`config.mk`:
```
export PLATFORM = sky130hd
export DESIGN_NAME = multicycle_control_unit
export DESIGN_NICKNAME = d
export VERILOG_FILES = /design/src/rtl/cpu_ctrl_pkg.sv /design/src/rtl/opcode_decoder.sv /design/src/rtl/multicycle_control_unit.sv
export SDC_FILE = /design/constraint.sdc
export NUM_CORES = 1
export LEC_CHECK = 0
export BUFFER_PORTS_ARGS = -buffer_cell sky130_fd_sc_hd__buf_2
export CAP_MARGIN = 15
export CORE_ASPECT_RATIO = 0.6
export CORE_MARGIN = 2
export CORE_UTILIZATION = 35
export CTS_CLUSTER_DIAMETER = 50
export DETAILED_ROUTE_END_ITERATION = 8
export PLACE_DENSITY = 0.61
export SLEW_MARGIN = 20
export SYNTH_ARGS = -nofsm -noshare
export SYNTH_HDL_FRONTEND = slang
export SYNTH_SLANG_ARGS = --single-unit
```
`constraint.sdc`:
```
create_clock -name clk_i -period 1.9 [get_ports clk_i]
set_input_delay 0.095 -clock clk_i [delete_from_list [all_inputs] [get_ports clk_i]]
set_output_delay 0.095 -clock clk_i [all_outputs]
set_load 0.02 [all_outputs]
```
`src/rtl/cpu_ctrl_pkg.sv`:
```
// Shared encodings for the multicycle control unit: opcodes, FSM states, ALU and immediate selects.
// Pure definitions; no timing or flow control of its own.
package cpu_ctrl_pkg;

  typedef enum logic [2:0] {
    S_FETCH  = 3'd0,
    S_DECODE = 3'd1,
    S_EXEC   = 3'd2,
    S_MEM    = 3'd3,
    S_WB     = 3'd4,
    S_MULDIV = 3'd5,
    S_TRAP   = 3'd6
  } state_e;

  localparam logic [6:0] OP_NOP    = 7'b0000000;
  localparam logic [6:0] OP_R      = 7'b0110011;
  localparam logic [6:0] OP_I      = 7'b0010011;
  localparam logic [6:0] OP_LOAD   = 7'b0000011;
  localparam logic [6:0] OP_STORE  = 7'b0100011;
  localparam logic [6:0] OP_BRANCH = 7'b1100011;
  localparam logic [6:0] OP_JAL    = 7'b1101111;
  localparam logic [6:0] OP_JALR   = 7'b1100111;
  localparam logic [6:0] OP_LUI    = 7'b0110111;
  localparam logic [6:0] OP_AUIPC  = 7'b0010111;
  localparam logic [6:0] OP_SYSTEM = 7'b1110011;
  localparam logic [6:0] F7_MULDIV = 7'b0000001;

  localparam logic [2:0] ALU_R     = 3'b000;
  localparam logic [2:0] ALU_LUI   = 3'b001;
  localparam logic [2:0] ALU_BR    = 3'b010;
  localparam logic [2:0] ALU_JMP   = 3'b011;
  localparam logic [2:0] ALU_AUIPC = 3'b100;
  localparam logic [2:0] ALU_I     = 3'b101;
  localparam logic [2:0] ALU_MEM   = 3'b110;

  localparam logic [2:0] IMM_I  = 3'b000;
  localparam logic [2:0] IMM_S  = 3'b001;
  localparam logic [2:0] IMM_SB = 3'b010;
  localparam logic [2:0] IMM_U  = 3'b011;
  localparam logic [2:0] IMM_UJ = 3'b100;

  typedef struct packed {
    logic [2:0] alu_op;
    logic [2:0] imm_select;
    logic       alu_src;
    logic       alu_pc;
    logic       add_sum_reg;
    logic       is_load;
    logic       is_store;
    logic       is_branch;
    logic       is_jump;
    logic       is_nop;
    logic       is_illegal;
  } dec_t;

  function automatic logic is_known_op(input logic [6:0] op);
    case (op)
      OP_NOP, OP_R, OP_I, OP_LOAD, OP_STORE, OP_BRANCH,
      OP_JAL, OP_JALR, OP_LUI, OP_AUIPC, OP_SYSTEM: is_known_op = 1'b1;
      default:                                      is_known_op = 1'b0;
    endcase
  endfunction

endpackage

```
`src/rtl/opcode_decoder.sv`:
```
// Combinational opcode decode into EXEC-stage datapath controls and instruction class flags.
// Zero latency; no flow control.
module opcode_decoder
  import cpu_ctrl_pkg::*;
(
  input  logic [6:0] op,
  output dec_t       dec
);

  always_comb begin
    dec = '0;
    case (op)
      OP_R: dec.alu_op = ALU_R;
      OP_I: begin
        dec.alu_op     = ALU_I;
        dec.imm_select = IMM_I;
        dec.alu_src    = 1'b1;
      end
      OP_LOAD: begin
        dec.alu_op     = ALU_MEM;
        dec.imm_select = IMM_I;
        dec.alu_src    = 1'b1;
        dec.is_load    = 1'b1;
      end
      OP_STORE: begin
        dec.alu_op     = ALU_MEM;
        dec.imm_select = IMM_S;
        dec.alu_src    = 1'b1;
        dec.is_store   = 1'b1;
      end
      OP_BRANCH: begin
        dec.alu_op     = ALU_BR;
        dec.imm_select = IMM_SB;
        dec.is_branch  = 1'b1;
      end
      OP_JAL: begin
        dec.alu_op     = ALU_JMP;
        dec.imm_select = IMM_UJ;
        dec.alu_pc     = 1'b1;
        dec.is_jump    = 1'b1;
      end
      // jalr targets rs1+imm, hence the sum-from-register select
      OP_JALR: begin
        dec.alu_op      = ALU_JMP;
        dec.imm_select  = IMM_I;
        dec.alu_pc      = 1'b1;
        dec.add_sum_reg = 1'b1;
        dec.is_jump     = 1'b1;
      end
      OP_LUI: begin
        dec.alu_op     = ALU_LUI;
        dec.imm_select = IMM_U;
        dec.alu_src    = 1'b1;
      end
      OP_AUIPC: begin
        dec.alu_op     = ALU_AUIPC;
        dec.imm_select = IMM_U;
        dec.alu_src    = 1'b1;
        dec.alu_pc     = 1'b1;
      end
      OP_NOP:    dec.is_nop = 1'b1;
      OP_SYSTEM: dec.is_nop = 1'b0;
      default:   dec.is_illegal = 1'b1;
    endcase
  end

endmodule

```
`src/rtl/multicycle_control_unit.sv`:
```
// Multicycle CPU control FSM: 3-5 cycles per instruction (+MUL_CYCLES for M ops), stalls on mem_ready_i/trap_ack_i.
// Outputs are combinational from state, latched opcode and mem_ready_i; reset blanks every output.
module multicycle_control_unit
  import cpu_ctrl_pkg::*;
#(
  parameter int MUL_CYCLES   = 4,
  parameter bit TRAP_ILLEGAL = 1'b1
) (
  input  logic       clk_i,
  input  logic       rst_i,
  input  logic [6:0] op_i,
  input  logic [6:0] funct7_i,
  input  logic       mem_ready_i,
  input  logic       trap_ack_i,
  output logic [2:0] alu_op_o,
  output logic [2:0] imm_select_o,
  output logic       alu_src_o,
  output logic       alu_pc_o,
  output logic       add_sum_reg_o,
  output logic       reg_write_o,
  output logic       mem_rd_o,
  output logic       mem_wr_o,
  output logic       mem_to_reg_o,
  output logic       branch_o,
  output logic       trap_o,
  output logic       ir_write_o,
  output logic       pc_write_o,
  output logic       mul_busy_o,
  output logic [2:0] state_o
);

  localparam logic [7:0] CNT_INIT = (MUL_CYCLES > 0) ? 8'(MUL_CYCLES - 1) : 8'd0;

  state_e     state;
  logic [6:0] op_q;
  logic [6:0] f7_q;
  logic [7:0] cnt;
  dec_t       dec;
  logic       is_m_op;

  opcode_decoder u_dec (
    .op  (op_q),
    .dec (dec)
  );

  assign is_m_op = (op_i == OP_R) && (funct7_i == F7_MULDIV);

  always_ff @(posedge clk_i) begin
    if (rst_i) begin
      state <= S_FETCH;
      op_q  <= '0;
      f7_q  <= '0;
      cnt   <= '0;
    end else begin
      case (state)
        S_FETCH: if (mem_ready_i) state <= S_DECODE;
        S_DECODE: begin
          op_q <= op_i;
          f7_q <= funct7_i;
          if (op_i == OP_SYSTEM) begin
            state <= S_TRAP;
          end else if (is_m_op) begin
            if (MUL_CYCLES == 0) begin
              state <= S_TRAP;
            end else begin
              state <= S_MULDIV;
              cnt   <= CNT_INIT;
            end
          end else if (!is_known_op(op_i) && TRAP_ILLEGAL) begin
            state <= S_TRAP;
          end else begin
            state <= S_EXEC;
          end
        end
        S_EXEC: begin
          if (dec.is_load || dec.is_store)                         state <= S_MEM;
          else if (dec.is_branch || dec.is_nop || dec.is_illegal) state <= S_FETCH;
          else                                                     state <= S_WB;
        end
        S_MEM: if (mem_ready_i) state <= dec.is_load ? S_WB : S_FETCH;
        S_WB:  state <= S_FETCH;
        // Counter starts at MUL_CYCLES-1, so exit happens on the MUL_CYCLES-th cycle
        S_MULDIV: begin
          if (cnt == 8'd0) state <= S_WB;
          else             cnt   <= cnt - 8'd1;
        end
        S_TRAP:  if (trap_ack_i) state <= S_FETCH;
        default: state <= S_FETCH;
      endcase
    end
  end

  always_comb begin
    alu_op_o      = '0;
    imm_select_o  = '0;
    alu_src_o     = 1'b0;
    alu_pc_o      = 1'b0;
    add_sum_reg_o = 1'b0;
    reg_write_o   = 1'b0;
    mem_rd_o      = 1'b0;
    mem_wr_o      = 1'b0;
    mem_to_reg_o  = 1'b0;
    branch_o      = 1'b0;
    trap_o        = 1'b0;
    ir_write_o    = 1'b0;
    pc_write_o    = 1'b0;
    mul_busy_o    = 1'b0;
    state_o       = rst_i ? S_FETCH : state;
    if (!rst_i) begin
      case (state)
        S_FETCH: begin
          mem_rd_o   = 1'b1;
          ir_write_o = mem_ready_i;
        end
        S_EXEC: begin
          alu_op_o      = dec.alu_op;
          imm_select_o  = dec.imm_select;
          alu_src_o     = dec.alu_src;
          alu_pc_o      = dec.alu_pc;
          add_sum_reg_o = dec.add_sum_reg;
          branch_o      = dec.is_branch | dec.is_jump;
          pc_write_o    = dec.is_branch | dec.is_nop | dec.is_illegal;
        end
        S_MEM: begin
          alu_op_o      = dec.alu_op;
          imm_select_o  = dec.imm_select;
          alu_src_o     = dec.alu_src;
          alu_pc_o      = dec.alu_pc;
          add_sum_reg_o = dec.add_sum_reg;
          mem_rd_o      = dec.is_load;
          mem_wr_o      = dec.is_store;
          pc_write_o    = dec.is_store & mem_ready_i;
        end
        S_WB: begin
          reg_write_o  = 1'b1;
          pc_write_o   = 1'b1;
          branch_o     = dec.is_jump;
          mem_to_reg_o = dec.is_load;
        end
        S_MULDIV: begin
          alu_op_o   = ALU_R;
          mul_busy_o = (f7_q == F7_MULDIV);
        end
        // The handler owns the PC, so leaving TRAP never pulses pc_write_o
        S_TRAP:  trap_o = 1'b1;
        default: ;
      endcase
    end
  end

endmodule
```
Yosys cells after proc, flatten, opt, wreduce, memory -nomap -nowiden

Cells that the tools add are included.

$add $sub $neg: 1
Equality and inequality tests: 35
Muxes and demuxes: 60
Bitwise gates (word level): 4
Reduce and logical (&&, ||, !) cells: 19

Operator list:

| kind                | count |
|---|---|
| $eq 7x7->1 const B  | 8 |
| $mux 3              | 15 |
| $eq 7x6->1 const B  | 6 |
| $pmux 3 s6          | 2 |
| $mux 1              | 35 |
| $eq 7x5->1 const B  | 4 |
| $mux 8              | 3 |
| $reduce_or 11->1    | 2 |
| $pmux 8 s2          | 1 |
| $eq 7x1->1 const B  | 2 |
| $eq 7x2->1 const B  | 2 |
| $logic_not 7->1     | 2 |
| $ne 2x2->1 const B  | 7 |
| $pmux 3 s4          | 1 |
| $eq 3x3->1 const B  | 3 |
| $logic_not 8->1     | 1 |
| $reduce_and 4->1    | 2 |
| $reduce_or 2->1     | 4 |
| $sub 8x1->8 const B | 1 |
| $eq 3x2->1 const B  | 2 |
| $reduce_or 5->1     | 1 |
| $pmux 1 s2          | 2 |
| $eq 3x1->1 const B  | 1 |
| $logic_not 3->1     | 1 |
| 7 further kinds     | 11 |

Bits in registers: 25
Input port bits: 18
Output and inout bits: 21
Logic and storage cells: 123

Longest topological paths before layout

Gate-level depths: netlist of the first run.

Word-level depth: 11
Depth in mapped cells: 7
Gate-level depth less buffers: 6

Modules after synthesis

A second synthesis of the first run with hierarchy kept.

Cell total of the unflattened synthesis: 234
Area total of the unflattened synthesis: 1727.9 um2

By module, submodules not included:

| module                  | times used | cells each | area each (um2) |
|---|---|---|---|
| multicycle_control_unit | 1          | 189        | 1430.1 |
| opcode_decoder          | 1          | 45         | 297.8 |

Worst setup path after synthesis of the first run

No wires, ideal clock.

Kind: reg-to-output
Start point: reg state[2]
End point: out mul_busy_o
Arrival: 1.896 ns
Path slack: -0.091 ns
Stages on the path, launching flop included: 6
Path buffers: 2
Path through: dfxtp_1 > buf_2 > clkbuf_8 > nor2b_1 > nand3_1 > nor4_1

Longest elaborated chain between the ends: 3

RTL lines:

| what                   | line                           | text |
|---|---|---|
| from (decl)            | multicycle_control_unit.sv:34  | `state_e state;` |
| from (signal assigned) | multicycle_control_unit.sv:80  | `S_MEM: if (mem_ready_i) state <= dec.is_load ? S_WB : S_FETCH;` |
| $eq 3x3->1             | multicycle_control_unit.sv:110 | `case (state)` |
| $mux 1                 | multicycle_control_unit.sv:110 |  |
| $mux 1                 | multicycle_control_unit.sv:109 | `if (!rst_i) begin` |
| to (decl)              | multicycle_control_unit.sv:28  | `output logic mul_busy_o,` |

Every way passes these cells.

Worst setup path after layout of the first run

Start point: reg state[1]
End point: out pc_write_o

Longest elaborated chain between the ends: 3
Elaborated cells between the ends (all ways): 5
Classes of those cells: 3 x eq/ne; 2 x mux

RTL lines:

| what                                            | line                           | text |
|---|---|---|
| $eq 3x3->1 / $eq 3x2->1 (equally long branches) | multicycle_control_unit.sv:110 |  |
| $pmux 1 s3 *                                    | multicycle_control_unit.sv:110 |  |
| $mux 1 *                                        | multicycle_control_unit.sv:109 |  |
| to (decl)                                       | multicycle_control_unit.sv:27  | `output logic pc_write_o,` |

Mark *: on every way between the ends. The rest lies on a longest branch, timed or not.

==> run summary, run 1 <==
## Global routing
- 0 — grt total ovfl
- 1,468 — number of global-route vias before repair
- 21 — largest net degree at the start of global routing
- 0 — initial antenna violation count
- 0.1682 — gr usage total
- 7245 um — global-route wire length before repair

## Drt
- 5.058 — via/cell ratio
- 13.82 um — Routed wire per std cell
- 4492 um — wire length after detailed routing
- 4 — count of TritonRoute iterations in the first routing pass
- 0 — count of antenna-violating nets left after detailed routing
- 0 — total DRC errors in the routed layout
- 1,644 — vias
- 76 — number of DRC markers in iteration 0

## Die
- 39 — I/O pin count
- 57.79 um — die height
- 0.005412 mm^2 — floorplan die area
- 0.3660 — initial core utilization
- 19 — number of cell rows
- 93.65 um — Die Span X
- 0.004612 mm^2 — core box area

## Power
- 1.916 mW — Final Power
- 929.4 mW/mm^2 — cell area power density
- 0.8242 nW — static leakage power
- 0.4227 mV — worst supply voltage drop on vdd

## Final layout
- 0.3130 — fraction of layout cells with a size suffix above 1
- 22.16% — relative area change from synthesis to final layout
- 283 — net total in the final layout
- 0 — Ant. Diodes
- 0.4471 — post-layout utilization of the core
- 325 — Post-Layout Cell Count

## Critical path
- flop — startpoint kind of the worst setup timing path
- output port — Worst setup EP type
- 1.80 ns — Crit path required time
- sky130_fd_sc_hd__dfxtp_2 — master of the slowest instance on the critical path
- 0.46 ns — worst stage delay on the critical path
- 1 — Buf/Inv on CP
- compound AO/OA/AOI/OAI gates — Top delay family on crit path
- reg2out — critical setup path kind
- 1.76 ns — arrival time at the worst endpoint
- or2b_2 -> o32a_1 -> o21ai_1 -> buf_4 — sequence of cells on the critical path
- 11 — Critical Path Fanout Max

## Yosys
- 0 — post-synthesis async set-or-reset flop share
- sky130_fd_sc_hd__nand2_1 — library cell with the highest instance count after synthesis
- 0 — number of warnings issued by yosys
- sky130_fd_sc_hd__nand2_1 (36), sky130_fd_sc_hd__dfxtp_1 (25), sky130_fd_sc_hd__nor2_1 (24), sky130_fd_sc_hd__a21oi_1 (21), sky130_fd_sc_hd__inv_1 (10) — Post-synth top cells
- sky130_fd_sc_hd__dfxtp_1 (30%), sky130_fd_sc_hd__nand2_1 (8.0%), sky130_fd_sc_hd__a21oi_1 (6.2%) — ranking of synthesized cells by area
- 0.001688 mm^2 — cell area after technology mapping
- 57 — number of distinct library cell variants in the gate-level netlist after synthesis
- 0.2965 — part of the Yosys area used for sequential elements
- 7.569 um^2 — average size of a mapped cell
- sky130_fd_sc_hd__dfxtp_1 — top cell type by total area after synthesis
- 0.2965 — area share of the largest cell type after synthesis
- sky130_fd_sc_hd__dfxtp_1 — Primary FF master, synth
- 223 — gate count after technology mapping
- 0 — count of flip-flops with a built-in enable after synthesis
- 243 — net count after synthesis
- 25 — total of flip-flops plus latches after synthesis

## Timing
- 0 — # setup viols final
- 0 — count of final max-slew check failures
- 0.5744 — worst slew margin relative to its limit
- 0 — number of endpoints with negative hold slack in the final report
- 1.850 ns — shortest period the worst path allows
- 0.04953 ns — Worst Slack Setup Final
- yes — RSZ-0062 raised after global routing
- 0 ns — total negative setup slack
- 0.9739 — final critical-path share of the clock period
- 540.4 MHz — maximum clock frequency
- 0.009927 ns — Setup Skew
- 0.6304 ns — worst-margin pin slew

## CTS
- 1 — number of H-tree levels
- 2 — clock tree buffer depth
- 0.27 ns — clock insertion delay at the later pin of the skew report
- 25 — TritonCTS Sinks
- 3 — cts bufs inserted
- 0 — cts hold-fix bufs
- sky130_fd_sc_hd__clkbuf_8 — Clk Tree Root Cell
- built — CTS tree
- 0.10 ns — register clock-pin slew on the reported worst setup and hold paths

## Placed design
- 318 — post-placement cell count
- 0.1483 ns — worst slack after detailed placement
- 0.8710 — placer congestion estimate
- 3469 um — post-detail-place hpwl
- 38 — count of input and output buffers

## Job
- 0 — total of max-cap violations

## Worst hold path
- in2reg — Hold Crit Class

## Outcome
- complete, no violations — status

-- placed cells by master (no fill, tap or decap), types with 3 or more instances in the layout --
master | netlist | final
sky130_fd_sc_hd__buf_4 | 3 | 14
sky130_fd_sc_hd__nor2_1 | 24 | 23
sky130_fd_sc_hd__clkbuf_8 | 2 | 3
sky130_fd_sc_hd__nand3_1 | 9 | 8
sky130_fd_sc_hd__nor2b_1 | 7 | 6
sky130_fd_sc_hd__nor3_1 | 8 | 8
sky130_fd_sc_hd__a211oi_1 | 3 | 3
sky130_fd_sc_hd__nand2_1 | 36 | 36
sky130_fd_sc_hd__o21ai_0 | 4 | 4
sky130_fd_sc_hd__dfxtp_2 | 0 | 3
sky130_fd_sc_hd__dfxtp_4 | 0 | 3
sky130_fd_sc_hd__a21oi_1 | 21 | 21
sky130_fd_sc_hd__xor2_1 | 6 | 6
sky130_fd_sc_hd__dfxtp_1 | 25 | 19
sky130_fd_sc_hd__buf_2 | 6 | 37
sky130_fd_sc_hd__inv_1 | 10 | 10
-- what timing repair did --
action,CTS,global route
setup buffers,0,3
gates resized for setup,4,14
pin swaps,0,0
endpoints found under the setup margin,5,10
-- metal layers --
layer / up-vias / part of all wire / track usage
li1: 859 / - / -
met1: 740 / 0.59 / 0.2833
met2: 43 / 0.36 / 0.2158
met3: 2 / 0.047 / 0.03511
met4: 0 / 0.0029 / 0.02484
met5: - / 0 / 0
-- cells by family after synthesis --
logic type / count (synthesis) / synth area share
AND/OR/NAND/NOR: 115 / 0.3773
buffers and inverters: 26 / 0.08525
adder cells (fa/ha/maj): 2 / 0.01482
AO/OA/AOI/OAI: 45 / 0.1712
flip-flops: 25 / 0.2965
multiplexers: 3 / 0.01853
XOR/XNOR: 7 / 0.03632
-- state kept, by name (all words and copies together) (netlist names) --
signal and cells:
cnt 8, f7_q 7, op_q 7, state 3
-- worst reg2reg max path, cell delays in order (launching register included) --
cell,delay [ns]
sky130_fd_sc_hd__dfxtp_2,0.46
sky130_fd_sc_hd__nand2_1,0.17
sky130_fd_sc_hd__o311ai_0,0.58
sky130_fd_sc_hd__mux2_2,0.41
-- where the power goes --
group          internal (mW)  switching [mW]  total, mW
registers              0.630           0.119      0.749
logic                  0.361           0.480      0.841
clock network          0.149           0.178      0.326
total                   1.14           0.777       1.92
-- layout make-up --
type | instances | area, um^2
well taps | 63 | 78.83
multi-input cells | 172 | 1091
repair buffers | 51 | 290.3
fillers | 514 | 2550
flip-flops and latches | 25 | 515.5
inverters | 10 | 37.54
clock buffers | 3 | 41.29
clock inverters | 1 | 7.507
-- path summary, 6_finish.rpt --
| check | startpoint | depth (start not counted) | slack (ns) | endpoint |
|---|---|---|---|---|
| worst max-delay path | state[1] | 4 | 0.05 | pc_write_o |
| worst min-delay path | funct7_i[1] | 3 | 0.07 | f7_q[1] |
| worst max register to register | state[1] | 3 | 0.17 | state[0] |
| worst min register to register | f7_q[0] | 2 | 0.46 | f7_q[0] |
-- metrics by stage --
stage,area (um^2),hold slack (ns)
after CTS,1992,0.06502
final,2062,0.07004
after floorplan,1700,0.2310
after global routing,2062,0.07190
after global placement,1938,0.3524
after detailed placement,1938,0.3562
No activity file was read; power rests on OpenSTA's default activity.
==> run 2: changes to the inputs <==
REMOVE_ABC_BUFFERS = 1   (was unset)
SLEW_MARGIN = unset   (was 20)
SYNTH_HIERARCHICAL = 1   (was unset)
==> run 2 against run 1 <==
Against the previous run:
- the flow now finishes with violations (negative setup slack)
- cell count rose by 10%
- cell area rose by 15%
- register-to-register slack lost 0.45 ns
- maximum frequency shrank 17%
- critical path type unchanged
- largest cell class unchanged
==> run summary, run 2 <==
## Die
- 58.43 um — die height, was 57.79 um
- 94.71 um — Die Span X, was 93.65 um
- 39 — I/O pin count, unchanged
- 0.004659 mm^2 — core box area, was 0.004612 mm^2
- 0.005533 mm^2 — floorplan die area, was 0.005412 mm^2
- 0.3708 — initial core utilization, was 0.3660
- 19 — number of cell rows, unchanged

## Timing
- 0.001788 ns — Setup Skew, was 0.009927 ns
- 1.169 — final critical-path share of the clock period, was 0.9739
- 0.6811 — worst slew margin relative to its limit, was 0.5744
- -0.3220 ns — Worst Slack Setup Final, was 0.04953 ns
- yes — RSZ-0062 raised after global routing, unchanged
- 0 — number of endpoints with negative hold slack in the final report, unchanged
- 3 — # setup viols final, was 0
- 0.4722 ns — worst-margin pin slew, was 0.6304 ns
- 450.0 MHz — maximum clock frequency, was 540.4 MHz
- 2.222 ns — shortest period the worst path allows, was 1.850 ns
- 0 — count of final max-slew check failures, unchanged

## Final layout
- cnt (8), f7_q (7), op_q (7) — Largest regs, unchanged
- cnt — Biggest register, unchanged
- 37.00% — relative area change from synthesis to final layout, was 22.16%
- 8 — flip-flop count of the largest register after layout, unchanged
- sky130_fd_sc_hd__nand2_1 (38), sky130_fd_sc_hd__buf_2 (34), sky130_fd_sc_hd__buf_4 (30) — commonest cells after routing, fill and taps aside, was sky130_fd_sc_hd__buf_2 (37), sky130_fd_sc_hd__nand2_1 (36), sky130_fd_sc_hd__nor2_1 (23)
- 317 — net total in the final layout, was 283
- 0 — Ant. Diodes, unchanged
- 0.3547 — fraction of layout cells with a size suffix above 1, was 0.3130
- sky130_fd_sc_hd__nand2_1 — commonest non-fill, non-tap cell in the layout, was sky130_fd_sc_hd__buf_2
- 0.002367 mm^2 — post-route cell area, was 0.002062 mm^2

## CTS
- 25 — TritonCTS Sinks, unchanged
- 1 — number of H-tree levels, unchanged
- built — CTS tree, unchanged
- 2 — clock tree buffer depth, unchanged
- 0.27 ns — clock insertion delay at the later pin of the skew report, about the same
- 0.09 ns — register clock-pin slew on the reported worst setup and hold paths, was 0.10 ns
- 0 — cts hold-fix bufs, unchanged
- sky130_fd_sc_hd__clkbuf_8 — Clk Tree Root Cell, unchanged
- 3 — cts bufs inserted, unchanged

## Yosys
- sky130_fd_sc_hd__dfxtp_1 (29%), sky130_fd_sc_hd__nand2_1 (8.3%), sky130_fd_sc_hd__a21oi_1 (6.7%) — ranking of synthesized cells by area, was sky130_fd_sc_hd__dfxtp_1 (30%), sky130_fd_sc_hd__nand2_1 (8.0%), sky130_fd_sc_hd__a21oi_1 (6.2%)
- 0 — count of flip-flops with a built-in enable after synthesis, unchanged
- 0.001728 mm^2 — cell area after technology mapping, was 0.001688 mm^2
- 0 — post-synthesis async set-or-reset flop share, unchanged
- sky130_fd_sc_hd__dfxtp_1 — top cell type by total area after synthesis, unchanged
- 7.384 um^2 — average size of a mapped cell, was 7.569 um^2
- 6 — number of warnings issued by yosys, was 0
- sky130_fd_sc_hd__nand2_1 (38), sky130_fd_sc_hd__dfxtp_1 (25), sky130_fd_sc_hd__a21oi_1 (23), sky130_fd_sc_hd__nor2_1 (19), sky130_fd_sc_hd__and2_1 (11) — Post-synth top cells, was sky130_fd_sc_hd__nand2_1 (36), sky130_fd_sc_hd__dfxtp_1 (25), sky130_fd_sc_hd__nor2_1 (24), sky130_fd_sc_hd__a21oi_1 (21), sky130_fd_sc_hd__inv_1 (10)
- 0.2896 — area share of the largest cell type after synthesis, was 0.2965
- sky130_fd_sc_hd__nand2_1 — library cell with the highest instance count after synthesis, unchanged
- 25 — total of flip-flops plus latches after synthesis, unchanged
- sky130_fd_sc_hd__dfxtp_1 — Primary FF master, synth, unchanged
- 234 — gate count after technology mapping, was 223
- 58 — number of distinct library cell variants in the gate-level netlist after synthesis, was 57
- 0.2896 — part of the Yosys area used for sequential elements, was 0.2965

## Critical path
- state[2] — capturing point of the worst reg2reg path, was state[0]
- 2 — Critical Path Fanout Max, was 11
- op_q[5] — FF-to-FF Start, was state[1]
- sky130_fd_sc_hd__or4_4 — master of the slowest instance on the critical path, was sky130_fd_sc_hd__dfxtp_2
- -0.28 ns — slack of the worst reg-to-reg path, was 0.17 ns
- reg2out — critical setup path kind, unchanged
- 1.80 ns — Crit path required time, about the same
- op_q[5] — start point of the critical path, was state[1]
- or4_4 -> o211ai_2 -> a311oi_1 -> or3_1 -> buf_4 -> a21oi_2 -> o31ai_1 -> buf_2 — sequence of cells on the critical path, was or2b_2 -> o32a_1 -> o21ai_1 -> buf_4
- 0.53 ns — worst stage delay on the critical path, was 0.46 ns
- flop — startpoint kind of the worst setup timing path, unchanged
- output port — Worst setup EP type, unchanged
- pc_write_o — capturing element of the worst setup path, unchanged
- 8 — number of cell instances on the worst register-to-register path, was 3
- 2.13 ns — arrival time at the worst endpoint, was 1.76 ns

## Drt
- 0 — total DRC errors in the routed layout, unchanged
- 5 — count of TritonRoute iterations in the first routing pass, was 4
- 0 — count of antenna-violating nets left after detailed routing, unchanged
- 128 — number of DRC markers in iteration 0, was 76
- 4681 um — wire length after detailed routing, was 4492 um
- 1,888 — vias, was 1,644
- 13.04 um — Routed wire per std cell, was 13.82 um
- 5.259 — via/cell ratio, was 5.058

## Placed design
- 38 — count of input and output buffers, unchanged
- 0.8764 — placer congestion estimate, was 0.8710
- 3519 um — post-detail-place hpwl, was 3469 um
- 0.002138 mm^2 — Area after DPL, was 0.001938 mm^2

## Worst hold path
- in2reg — Hold Crit Class, unchanged

## Job
- 0 — total of max-cap violations, unchanged

## Outcome
- finished with violations — status, was complete, no violations
- negative setup slack — violated checks

## Global routing
- 0 — initial antenna violation count, unchanged
- 7403 um — global-route wire length before repair, was 7245 um
- 16 — largest net degree at the start of global routing, was 21
- 1,568 — number of global-route vias before repair, was 1,468
- 0.1685 — gr usage total, was 0.1682
- 0 — grt total ovfl, unchanged

## Power
- 0.4550 mV — worst supply voltage drop on vdd, was 0.4227 mV
- 967.4 mW/mm^2 — cell area power density, was 929.4 mW/mm^2
- 2.290 mW — Final Power, was 1.916 mW
- 0.9643 nW — static leakage power, was 0.8242 nW

## run 2: layout make-up
class / instances / area, um^2
Inverter: 9 / 33.78
Clock buffer: 3 / 41.29
Clock inverter: 1 / 5.005
Multi-Input combinational cell: 185 / 1197
Timing Repair Buffer: 73 / 500.5
Fill cell: 475 / 2292
Tap cell: 63 / 78.83
Sequential cell: 25 / 510.5
## run 2: timing repair
action / in CTS / in global routing
gates resized for setup: 10 / 23
setup endpoints to repair: 4 / 15
pin swaps: 7 / 7
setup buffers: 2 / 5
## run 2: worst min-delay path by stage
stage                      startpoint  endpoint  depth (start not counted)
after global placement    funct7_i[0]   f7_q[0]                          3
after global routing      funct7_i[0]   f7_q[0]                          3
after detailed placement  funct7_i[0]   f7_q[0]                          3
after CTS                 funct7_i[0]   f7_q[0]                          3
after floorplan                 rst_i   f7_q[0]                          1
final                     funct7_i[0]   f7_q[0]                          3
## run 2: stage by stage
step | setup TNS [ns] | worst slack [ns] | hold WS (ns) | std cells | util
after floorplan | -0.2678 | -0.2506 | 0.1641 | 219 | -
after global placement | -0.2951 | -0.2216 | 0.3497 | 348 | 0.4589
after detailed placement | -0.3807 | -0.2800 | 0.3522 | 348 | 0.4589
after CTS | -0.7408 | -0.3785 | 0.05755 | 354 | 0.4823
after global routing | -1.119 | -0.4191 | 0.07673 | 359 | 0.5081
final | -0.6511 | -0.3220 | 0.06421 | 359 | 0.5081
## run 2: critical path: cells and delay by family, from the launching register on
family,cells,cell delay (ns)
AND/OR/NAND/NOR,2,0.87
flip-flops,1,0.32
AO/OA/AOI/OAI,4,0.34
buffers and inverters,2,0.31
## run 2: report_power, final
part	internal [mW]	switching, mW
Sequential	0.630	0.0975
Clock	0.147	0.168
Combinational	0.591	0.657
## run 2: cell families (layout without fill, tap and decap cells)
kind of cell,after synthesis,after routing,synth area share
muxes,1,1,0.005793
adders and majority gates,2,2,0.01448
AOI/OAI and AO/OA,50,50,0.1861
DFF,25,25,0.2896
xor gates and xnor gates,6,6,0.03041
buffers and inverters,24,86,0.05938
and+or+nand+nor,126,126,0.4142
## run 2: per-layer routing
layer	part of all wire	GRT usage	wire length (um)	up-vias
met5	0	0	0	-
met4	0.0038	0.03106	18	0
met3	0.070	0.03457	330	2
met2	0.37	0.2199	1732	70
met1	0.56	0.2776	2600	853
li1	-	-	-	963
